===== src/rtl/gpio_mux_ctrl.sv =====
// gpio_mux_ctrl: per-pin alternate-function pad mux with shadow/active selects and a tristate guard on routing changes
module gpio_mux_ctrl #(
    parameter int NUM_PINS = 38,
    parameter int NUM_DESIGNS = 13,
    parameter int GUARD_CYCLES = 2,
    localparam int SEL_W = $clog2(NUM_DESIGNS + 1),
    localparam int ADDR_W = $clog2(NUM_PINS)
) (
    input  logic                            clk,
    input  logic                            rst,
    input  logic [NUM_DESIGNS*NUM_PINS-1:0] io_oeb_flat,
    input  logic [NUM_DESIGNS*NUM_PINS-1:0] io_out_flat,
    input  logic                            cfg_we,
    input  logic [ADDR_W-1:0]               cfg_addr,
    input  logic [SEL_W-1:0]                cfg_wdata,
    output logic [SEL_W-1:0]                cfg_rdata,
    input  logic                            cfg_commit,
    output logic                            busy,
    output logic [NUM_PINS-1:0]             muxxed_io_oeb,
    output logic [NUM_PINS-1:0]             muxxed_io_out
);
    localparam int GW = GUARD_CYCLES > 0 ? $clog2(GUARD_CYCLES + 1) : 1;
    localparam logic [ADDR_W-1:0] LAST_PIN = ADDR_W'(NUM_PINS - 1);

    logic [SEL_W-1:0] shadow_sel [NUM_PINS];
    logic [SEL_W-1:0] active_sel [NUM_PINS];
    logic [GW-1:0] guard_cnt [NUM_PINS];
    logic [NUM_PINS-1:0] nxt_oeb, nxt_out;
    logic addr_ok, commit_ok;

    assign addr_ok = cfg_addr <= LAST_PIN;
    assign commit_ok = cfg_commit && !busy;
    assign cfg_rdata = addr_ok ? shadow_sel[cfg_addr] : '0;

    always_comb begin
        busy = 1'b0;
        for (int p = 0; p < NUM_PINS; p++) busy = busy | (guard_cnt[p] != '0);
    end

    // Guarded or invalid pins fall through to the tristate default.
    always_comb begin
        nxt_oeb = '1;
        nxt_out = '0;
        for (int p = 0; p < NUM_PINS; p++)
            for (int d = 0; d < NUM_DESIGNS; d++)
                if (guard_cnt[p] == '0 && active_sel[p] == SEL_W'(d)) begin
                    nxt_oeb[p] = io_oeb_flat[d*NUM_PINS+p];
                    nxt_out[p] = io_out_flat[d*NUM_PINS+p];
                end
    end

    always_ff @(posedge clk) begin
        if (rst) begin
            for (int p = 0; p < NUM_PINS; p++) begin
                shadow_sel[p] <= '1;
                active_sel[p] <= '1;
                guard_cnt[p] <= '0;
            end
            muxxed_io_oeb <= '1;
            muxxed_io_out <= '0;
        end else begin
            for (int p = 0; p < NUM_PINS; p++) begin
                if (cfg_we && addr_ok && cfg_addr == ADDR_W'(p)) shadow_sel[p] <= cfg_wdata;
                // commit reads the pre-write shadow, so a same-cycle write waits for the next commit
                if (commit_ok && shadow_sel[p] != active_sel[p]) begin
                    active_sel[p] <= shadow_sel[p];
                    guard_cnt[p] <= GW'(GUARD_CYCLES);
                end else if (guard_cnt[p] != '0) begin
                    guard_cnt[p] <= guard_cnt[p] - 1'b1;
                end
            end
            muxxed_io_oeb <= nxt_oeb;
            muxxed_io_out <= nxt_out;
        end
    end
endmodule

===== config.mk =====
export PLATFORM = sky130hd
export DESIGN_NAME = gpio_mux_ctrl
export DESIGN_NICKNAME = d
export VERILOG_FILES = /design/src/rtl/gpio_mux_ctrl.sv
export SDC_FILE = /design/constraint.sdc
export NUM_CORES = 2
export LEC_CHECK = 0
export ABC_AREA = 1
export ABC_CLOCK_PERIOD_IN_PS = 2300
export BUFFER_PORTS_ARGS = -buffer_cell sky130_fd_sc_hd__buf_4
export CAP_MARGIN = 20
export CORE_AREA = 3 3 419 421
export DETAILED_ROUTE_END_ITERATION = 6
export DIE_AREA = 0 0 422 424
export PLACE_DENSITY = 0.35
export SETUP_SLACK_MARGIN = 0.1
export SLEW_MARGIN = 10
export SYNTH_ARGS = -nofsm -noshare
export SYNTH_HDL_FRONTEND = slang
export SYNTH_SLANG_ARGS = --single-unit

===== constraint.sdc =====
create_clock -name clk -period 2.3 [get_ports clk]
set_input_delay 0.115 -clock clk [delete_from_list [all_inputs] [get_ports clk]]
set_output_delay 0.115 -clock clk [all_outputs]
set_load 0.01 [all_outputs]

==> metrics.md <==
| Metric | Value |
|---|---|
| Initial antenna violation count | `18` |
| F_max | `377 MHz` |
| Outcome | `complete, but fails checks` |
| Crit. End Element | `flip-flop` |
| FF-to-FF path depth | `14` |
| Die area | `179000 um2` |
| Drt drc | `0` |
| Synth cell types | `44` |
| RSZ-0062 raised after global routing | `yes` |
| Slew @ Worst Pin | `668 ps` |
| Hold Path Origin | `io_out_flat[148]` |
| Die Span X | `422 um` |
| Largest net degree at the start of global routing | `76` |
| Vias | `40500` |
| Global-route wire length before repair | `269000 um` |
| Max Root-Sink Buffers | `3` |
| Crit path arrival time | `3010 ps` |
| Power Density | `565 nW/um2` |
| Most frequent cells in the layout | `1328 x buf_4, 1085 x nand2_1, 901 x inv_1` |
| Hold Crit Class | `in -> reg` |
| Htree depth | `3` |
| Post-detail-place hpwl | `154000 um` |
| Hold endpoint | `muxxed_io_out[34]$_SDFF_PP0_` |
| Ports | `1083` |
| Drt total wl | `187000 um` |
| Number of buffers created by CTS | `70` |
| Total power | `32.7 mW` |
| Critical path launch point type | `flip-flop` |
| R2R Setup Slk | `-350 ps` |
| Synth-to-Final Area Change | `70.6%` |
| Cell depth of the worst hold path | `9` |
| Commonest non-fill, non-tap cell in the layout | `buf_4` |
| Setup CP Type | `reg -> reg` |
| I/O Buffers | `1082` |
| Final Max Slew Viols | `0` |
| Register area share after synthesis | `38.1%` |
| Vias in the first global route | `42100` |
| Launch point of the worst reg-to-reg path | `guard_cnt[12][0]$_SDFFCE_PN0P_` |
| Worst-path clk slew | `60 ps` |
| Failing checks | `setup timing` |
| Die Y | `424 um` |
| Max-Cap Viols | `0` |
| Worst Skew | `44.1 ps` |
| Synth Instances | `4975` |
| Hold Vio Cnt, Final | `0` |
| Layout cells sized above 1 | `25.4%` |
| Post-DR wirelength/cell | `20.0 um` |
| Clock sink total | `456` |
| Worst flop-to-flop path endpoint | `active_sel[7][15]$_SDFFCE_PN1P_` |
| Synthesized cell area | `33900 um2` |
| Gr ovfl total | `0` |
| Fin crit share | `115%` |
| Vias per inst | `4.33` |
| Critical Path RT | `2660 ps` |
| Post-layout nets | `8017` |
| CTS tree | `built` |
| Post-route ant nets | `0` |
| Root Driver | `clkbuf_16` |
| Crit path time final | `2650 ps` |
| Crit path setup slack, layout | `-352 ps` |
| Gr usage total | `20.0%` |
| Leak Pwr | `25.6 nW` |
| Peak VDD IR | `0.000417 V` |
| Core footprint | `172000 um2` |
| Final setup viols | `403` |
| Yosys warning count | `0` |
| Drt first-iter violations | `2092` |
| RePlAce Congestion | `0.895` |
| #FFs+latches synth | `456` |
| Crit Path Max Fanout | `6` |
| Drt first pass iters | `5` |
| Total negative slack | `-107710 ps` |
| Max_slew headroom | `55.4%` |
| Initial Utilization | `19.8%` |
| Clk_lat worst skew | `680 ps` |
| Util after Layout | `33.7%` |
| Syn nets | `6015` |
| Avg Cell Area, Syn | `6.82 um2` |
| Row cnt | `152` |
==> cells by family after synthesis <==
family / after synthesis / synth area share, %
flip-flops: 456 / 38.1
AND/OR/NAND/NOR: 2823 / 37.7
XOR/XNOR: 135 / 3.48
buffers and inverters: 1117 / 12.7
adder cells (fa/ha/maj): 38 / 1.40
AO/OA/AOI/OAI: 406 / 6.68
==> cell type report <==
class	instances	area, um2
Fill cell	18400	114000
Timing Repair Buffer	2089	18100
Multi-Input combinational cell	3402	17900
Sequential cell	456	12900
Inverter	958	3610
Tap cell	2310	2890
Clock buffer	81	1810
Clock inverter	47	618
Antenna cell	9	22.5
==> per-stage QoR <==
step	setup WS, ps	instances	area [um2]	hold WS (ps)
final	-352	9352	57900	47.4
after global placement	-373	8452	46500	331
after global routing	-489	9350	57900	56.1
after CTS	-410	9317	57000	0.130
after detailed placement	-424	8452	46500	331
after floorplan	103	4975	34000	239
==> Yosys cell counts (all sizes together) <==
cell / instances / area, um2
o21ai: 198 / 991
clkbuf: 123 / 462
or2: 49 / 307
o221ai: 8 / 70.1
o22ai: 68 / 425
a21oi: 96 / 480
nand2: 1163 / 4380
nand3: 376 / 1880
a2111oi: 4 / 35.0
or3: 3 / 18.8
nor3b: 9 / 67.6
a21o: 3 / 22.5
o21bai: 8 / 60.1
a41oi: 12 / 105
nor2: 544 / 2120
nor3: 261 / 1330
ha: 38 / 475
edfxtp: 380 / 11400
inv: 953 / 3580
xor2: 25 / 219
nor4: 27 / 175
o2111ai: 7 / 61.3
nand3b: 47 / 365
dfxtp: 76 / 1520
a211oi: 1 / 7.51
clkinv: 5 / 18.8
o31ai: 1 / 7.51
nand4: 344 / 2150
buf: 36 / 238
xnor2: 110 / 963
==> power by group <==
group | switching, mW | internal (mW) | total, mW | leakage (nW)
combinational | 5.83 | 4.81 | 10.6 | 20.4
clock | 4.63 | 7.06 | 11.7 | 1.16
sequential | 0.385 | 10.0 | 10.4 | 4.04
==> worst max-delay path, stage by stage, from the launching register on <==
cell,delay [ps]
edfxtp_1,390
inv_1,70
ha_2,180
nand4_1,150
buf_6,180
nor4_4,210
nand2_2,120
nor3_4,130
inv_2,70
nor2_4,220
buf_12,200
buf_12,120
buf_16,130
buf_6,110
nand4_1,70
==> state kept, by name, indices dropped and copies added, names as in the netlist <==
signal	cells
active_sel	152
guard_cnt	76
muxxed_io_oeb	38
muxxed_io_out	38
shadow_sel	152
==> routing by layer <==
metal	track usage (%)	vias up	part of all wire, %
met5	0	-	0.0070
met4	4.85	2	2.1
met3	2.75	173	4.4
met2	36.4	1055	51
met1	24.7	18800	43
li1	-	20400	-
==> how the worst max path moves through the flow <==
stage                                   start                              end  slack [ps]  cells after the start
6_report       guard_cnt[12][0]$_SDFFCE_PN0P_  active_sel[7][15]$_SDFFCE_PN1P_        -350                     14
5_1_grt        guard_cnt[18][0]$_SDFFCE_PN0P_   active_sel[5][3]$_SDFFCE_PN1P_        -490                     14
4_1_cts        guard_cnt[14][0]$_SDFFCE_PN0P_                             busy        -410                     10
3_5_place_dp   guard_cnt[22][0]$_SDFFCE_PN0P_   active_sel[6][1]$_SDFFCE_PN1P_        -420                     12
3_3_place_gp   guard_cnt[21][0]$_SDFFCE_PN0P_   active_sel[6][0]$_SDFFCE_PN1P_        -370                     11
2_1_floorplan  guard_cnt[22][0]$_SDFFCE_PN0P_   guard_cnt[23][0]$_SDFFCE_PN0P_         100                     12
==> what timing repair did <==
action / 4_1_cts / 5_1_grt
hold buffers: 694 / 0
buffers inserted: 37 / 25
pin swaps: 34 / 44
gates resized for setup: 202 / 139
hold endpoints to repair: 185 / 0
endpoints found under the setup margin: 406 / 434
cloned: 6 / 3
Power figures use the tool's default switching activity.
